$ cat src/rtl/data_mem_pkg.sv
// data_mem_pkg: shared access-size encoding, FSM states and lane helpers for the byte-enabled data memory.
package data_mem_pkg;
    typedef enum logic [1:0] {SZ_B, SZ_H, SZ_W, SZ_D} mem_size_e;
    typedef enum logic {ST_INIT, ST_READY} mem_state_e;

    // Lane mask for up to 8 byte lanes; narrower memories truncate it.
    function automatic logic [7:0] byte_en(input mem_size_e s, input logic [2:0] lsbs);
        return ((s == SZ_D) ? 8'hFF : (s == SZ_W) ? 8'h0F : (s == SZ_H) ? 8'h03 : 8'h01) << lsbs;
    endfunction

    function automatic logic misaligned(input mem_size_e s, input logic [2:0] lsbs);
        return (s == SZ_H && lsbs[0]) || (s == SZ_W && |lsbs[1:0]) || (s == SZ_D && |lsbs);
    endfunction
endpackage

$ cat src/rtl/mem_load_align.sv
// mem_load_align: extracts the addressed byte/half/word/double from a raw memory word
// and sign- or zero-extends it to the full data width.
module mem_load_align
    import data_mem_pkg::*;
#(
    parameter int W = 32
) (
    input  logic [W-1:0] i_word,
    input  logic [2:0]   i_lsbs,
    input  mem_size_e    i_size,
    input  logic         i_unsigned,
    output logic [W-1:0] o_data
);
    logic [W-1:0] w_sh;
    logic [W-1:0] w_mask;
    logic         w_sign;

    always_comb begin
        w_sh   = i_word >> {i_lsbs, 3'b000};
        w_mask = (i_size == SZ_B) ? W'(8'hFF) :
                 (i_size == SZ_H) ? W'(16'hFFFF) :
                 (i_size == SZ_W) ? W'(32'hFFFF_FFFF) : '1;
        w_sign = !i_unsigned && ((i_size == SZ_B) ? w_sh[7] :
                                 (i_size == SZ_H) ? w_sh[15] :
                                 (i_size == SZ_W) ? w_sh[31] : 1'b0);
        o_data = (w_sh & w_mask) | (w_sign ? ~w_mask : '0);
    end
endmodule

$ cat src/rtl/data_memory_be.sv
// data_memory_be: byte-addressable data memory with lane-enabled stores, extended registered loads,
// fault reporting and an optional clear-after-reset sequence.
module data_memory_be
    import data_mem_pkg::*;
#(
    parameter  int W              = 32,
    parameter  int N              = 64,
    parameter  int CLEAR_ON_RESET = 1,
    localparam int ADDR_W         = $clog2(N * W / 8)
) (
    input  logic              clk,
    input  logic              rst,
    input  logic [ADDR_W-1:0] address,
    input  logic              MemRead,
    input  logic              MemWrite,
    input  logic [1:0]        size,
    input  logic              is_unsigned,
    input  logic [W-1:0]      write_data,
    output logic [W-1:0]      read_data,
    output logic              read_valid,
    output logic              fault,
    output logic              init_busy
);
    localparam int NB    = W / 8;
    localparam int LSB   = $clog2(NB);
    localparam int IDX_W = ADDR_W - LSB;

    logic [W-1:0]     r_mem [N];
    mem_state_e       r_state, w_state_nxt;
    logic [IDX_W-1:0] r_init_idx, w_init_idx_nxt;
    logic [W-1:0]     r_read_data;
    logic             r_read_valid, r_fault;

    mem_size_e        w_size;
    logic [2:0]       w_lsbs;
    logic [IDX_W-1:0] w_idx;
    logic             w_ready, w_bad, w_fault, w_store, w_load;
    logic [NB-1:0]    w_be;
    logic [W-1:0]     w_wsh, w_ld_data;

    assign w_size  = mem_size_e'(size);
    assign w_lsbs  = 3'(address[LSB-1:0]);
    assign w_idx   = address[ADDR_W-1:LSB];
    assign w_ready = (r_state == ST_READY);
    assign w_bad   = (W == 32 && w_size == SZ_D) || misaligned(w_size, w_lsbs) || int'(w_idx) >= N;
    assign w_fault = w_ready && (MemRead || MemWrite) && w_bad;
    assign w_store = w_ready && MemWrite && !w_bad;
    assign w_load  = w_ready && MemRead && !MemWrite && !w_bad;
    assign w_be    = NB'(byte_en(w_size, w_lsbs));
    assign w_wsh   = write_data << {w_lsbs, 3'b000};

    always_ff @(posedge clk or negedge rst) begin
        if (!rst) begin
            r_state    <= (CLEAR_ON_RESET != 0) ? ST_INIT : ST_READY;
            r_init_idx <= '0;
        end else begin
            r_state    <= w_state_nxt;
            r_init_idx <= w_init_idx_nxt;
        end
    end

    always_comb begin
        w_state_nxt    = r_state;
        w_init_idx_nxt = r_init_idx;
        if (r_state == ST_INIT) begin
            w_init_idx_nxt = r_init_idx + IDX_W'(1);
            if (r_init_idx == IDX_W'(N - 1)) w_state_nxt = ST_READY;
        end
    end

    // The array has no reset of its own; INIT clears it one word per cycle.
    always_ff @(posedge clk) begin
        if (r_state == ST_INIT) r_mem[r_init_idx] <= '0;
        else if (w_store)
            for (int i = 0; i < NB; i++)
                if (w_be[i]) r_mem[w_idx][i*8 +: 8] <= w_wsh[i*8 +: 8];
    end

    mem_load_align #(.W(W)) u_align (
        .i_word     (r_mem[w_idx]),
        .i_lsbs     (w_lsbs),
        .i_size     (w_size),
        .i_unsigned (is_unsigned),
        .o_data     (w_ld_data)
    );

    always_ff @(posedge clk or negedge rst) begin
        if (!rst) begin
            r_read_data  <= '0;
            r_read_valid <= 1'b0;
            r_fault      <= 1'b0;
        end else begin
            r_read_valid <= w_load;
            r_fault      <= w_fault;
            if (w_load) r_read_data <= w_ld_data;
        end
    end

    assign read_data  = r_read_data;
    assign read_valid = r_read_valid;
    assign fault      = r_fault;
    assign init_busy  = (r_state == ST_INIT);
endmodule
$ cat config.mk
export PLATFORM = sky130hd
export DESIGN_NAME = data_memory_be
export DESIGN_NICKNAME = d
export VERILOG_FILES = /design/src/rtl/data_mem_pkg.sv /design/src/rtl/mem_load_align.sv /design/src/rtl/data_memory_be.sv
export SDC_FILE = /design/constraint.sdc
export NUM_CORES = 2
export LEC_CHECK = 0
export CORE_MARGIN = 1.5
export CORE_UTILIZATION = 56
export CTS_CLUSTER_DIAMETER = 100
export CTS_CLUSTER_SIZE = 20
export DETAILED_ROUTE_END_ITERATION = 8
export PLACE_DENSITY = 0.75
export SYNTH_ARGS = -nofsm -noshare
export SYNTH_HDL_FRONTEND = slang
export SYNTH_SLANG_ARGS = --single-unit
$ cat constraint.sdc
create_clock -name clk -period 4.6 [get_ports clk]
set_input_delay 0.69 -clock clk [delete_from_list [all_inputs] [get_ports clk]]
set_output_delay 0.69 -clock clk [all_outputs]
set_load 0.01 [all_outputs]
==> metrics.md <==
| Metric | Value |
|---|---|
| Status | finished clean |
| Share of layout cells above drive strength 1 | 0.257 |
| Clock sink count | 2089 |
| Reg-to-Reg End | r_mem[27][14] |
| Period utilization | 0.981 |
| Synth top cells by count | edfxtp_1, mux4_2, nor2_1 |
| Final Skew | 0.0302 ns |
| Crit Path Class | in2reg |
| Detailed Route Iter0 Violations | 6806 |
| FF-to-FF path depth | 4 |
| Critical path's slowest cell | o21ai_1 |
| DRC violations left | 0 |
| #FFs+latches synth | 2089 |
| Required @ worst endpoint | 4.98 ns |
| Hold buffer count at cts | 0 |
| Synth Warn # | 0 |
| Via count | 42637 |
| Fill count | 9728 |
| Sequential fraction of the synthesis area | 0.760 |
| Worst-path clk slew | 0.09 ns |
| Final setup vio count | 0 |
| Top cell type by total area after synthesis | edfxtp_1 |
| FF+latch area | 62500 um2 |
| Non-Filler Instances | 6201 |
| Syn avg cell area | 20.8 um2 |
| Syn Nets | 4014 |
| Worst setup SP type | primary input |
| Placer Congestion | 0.933 |
| Synth area leaders | edfxtp_1, mux4_2, nor2_1 |
| Num rows | 140 |
| TNS Setup | 0 ns |
| Total of max-cap violations | 0 |
| Post-DP HPWL | 138000 um |
| Final #Nets | 4311 |
| Boundary pin count | 82 |
| Power Dens Cells | 354 nW/um2 |
| Detailed Routing Iterations Pass 1 | 8 |
| Worst-path fanout max | 8 |
| Worst Tran Pin Value | 1.31 ns |
| Clk_lat worst skew | 0.77 ns |
| EDFF count, synth | 2048 |
| Setup Fix Bufs, Post-CTS | 0 |
| CP Data Arrival Time | 4.89 ns |
| Die Span Y | 386 um |
| Port bufs | 81 |
| H-tree depth | 3 |
| Synth-to-layout area growth | 9.97% |
| Area of the multi-input gates | 18700 um2 |
| Initial core utilization | 0.565 |
| Power Total | 32.1 mW |
| DIE WIDTH | 386 um |
| Design Area, Final | 90500 um2 |
| Worst-path cell chain | clkdlybuf4s50_1 > o21a_1 > o21ai_0 > nand4_1 > o21ai_1 > nand2b_1 > nor2_1 |
| Routed vias/inst | 6.88 |
| Slew headroom | 0.127 |
| Core area | 146000 um2 |
| Fraction of registers with async set or reset after synthesis | 0.0196 |
| Fin crit period | 4.51 ns |
| Type of the worst min-delay path | in2async |
| Vias in the first global route | 42182 |
| Maximum buffer depth of the clock tree | 3 |
| Area post-placement | 87500 um2 |
| Ys flop type | edfxtp_1 |
| Mapped cell area | 82300 um2 |
| Leakage power | 23.4 nW |
| Top-count cell post-synth | edfxtp_1 |
| CP Capture Type | register |
| Fmax | 0.222 GHz |
| Mapped Cells | 3966 |
| Slew Limit Fails | 0 |
| Grt ovf | 0 |
| Cells after DPL | 6064 |
| Peak VDD IR | 0.000341 V |
| Root Driver | clkbuf_16 |
| Worst Path Buf+Inv | 1 |
| GRT Total Usage | 0.283 |
| Cts bufs inserted | 114 |
| Largest net degree at the start of global routing | 65 |
| Reg-to-reg startpoint | r_state |
| Final wirelength | 212000 um |
| PostCTS Resize Cnt | 0 |
| CTS tree | built |
| Die ar. | 149000 um2 |
| Final Hold Viols | 0 |
| Initial antenna violation count | 8 |
| RSZ-0062 raised after global routing | false |
| First-pass GRT wire length | 303000 um |
| Cell family with most CP delay | compound AO/OA/AOI/OAI gates |
| Synth cell types | 73 |
| Final ANT Viol Nets | 0 |
| WL/cell | 34.1 um |
| Worst path max stage delay | 0.90 ns |
| Yosys top cell area share | 0.747 |
| Reg2Reg Setup Slack | 0.88 ns |
==> report_power, final <==
group          leakage [nW]  switching [mW]  internal, mW
clock network          1.48            5.76          4.48
registers              14.8               0          20.5
logic                  7.05           0.809         0.475
total                  23.4            6.57          25.5
==> area by class of cell <==
type | instances | share of cell area
repair buffers | 433 | 0.0422
multi-input cells | 1612 | 0.206
clock inverters | 8 | 0.00153
clock buffers | 126 | 0.0320
diodes | 3 | 0.0000829
well taps | 1917 | 0.0265
inverters | 13 | 0.000539
flip-flops and latches | 2089 | 0.691
==> cell families (layout without fill, tap and decap cells) <==
logic type | after synthesis | after routing | synth area share
flip-flops | 2089 | 2089 | 0.760
multiplexers | 633 | 633 | 0.156
buffers and inverters | 265 | 580 | 0.0185
adder cells (fa/ha/maj) | 1 | 1 | 0.000152
other | 0 | 3 | 0
AO/OA/AOI/OAI | 383 | 383 | 0.0327
AND/OR/NAND/NOR | 590 | 590 | 0.0322
XOR/XNOR | 5 | 5 | 0.000532
==> worst max-delay path by stage <==
| stage | start | end | slack [ns] | depth (start not counted) |
|---|---|---|---|---|
| 3_3_place_gp | size[0] | r_mem[43][14] | -0.44 | 7 |
| 4_1_cts | size[0] | r_mem[27][14] | 0.38 | 7 |
| 3_5_place_dp | size[0] | r_mem[27][10] | -0.44 | 7 |
| 6_report | size[0] | r_mem[27][14] | 0.09 | 7 |
| 5_1_grt | size[0] | r_mem[27][13] | 0.07 | 7 |
| 2_1_floorplan | address[1] | r_mem[0][29] | -0.98 | 8 |
==> registers in the layout (all words and copies together), names as in the netlist <==
register / flops
r_mem: 2048
read_data: 32
r_init_idx: 6
fault: 1
r_state: 1
read_valid: 1
==> placed cells by master, fill, tap and decap left out, drive strengths merged, types with 18 or more instances in the layout <==
cell / synthesis / final
o21ai: 34 / 34
nand2b: 18 / 18
edfxtp: 2048 / 2048
o22ai: 23 / 23
a211oi: 38 / 38
dfrtp: 41 / 41
clkbuf: 99 / 126
buf: 153 / 361
a22oi: 101 / 101
or2: 26 / 26
a21oi: 78 / 78
mux2: 31 / 31
clkdlybuf4s50: 0 / 72
a31oi: 18 / 18
mux2i: 87 / 87
nor2b: 43 / 43
nand2: 56 / 56
nor4: 19 / 19
mux4: 515 / 515
nor2: 353 / 353
nor3: 27 / 27
==> per-stage QoR <==
step	utilization	worst slack, ns	hold slack [ns]
after global placement	0.600	-0.440	0.525
after detailed placement	0.600	-0.440	0.519
final	0.621	0.0873	0.0722
after global routing	0.621	0.0668	0.132
after floorplan	-	-0.976	0.394
after CTS	0.621	0.377	0.0778
==> routing by layer <==
layer	up-vias	GRT usage	part of all wire
li1	16899	-	-
met1	22128	0.411	0.37
met2	3173	0.422	0.45
met3	431	0.0730	0.13
met4	6	0.100	0.037
met5	-	0	0.00038
==> worst register-to-register path, delay by kind of cell, from the launching register on <==
kind,cells,cell delay (ns)
simple gates,3,1.71
compound gates,1,0.90
flops,1,0.72
No activity file was read; power rests on OpenSTA's default activity.
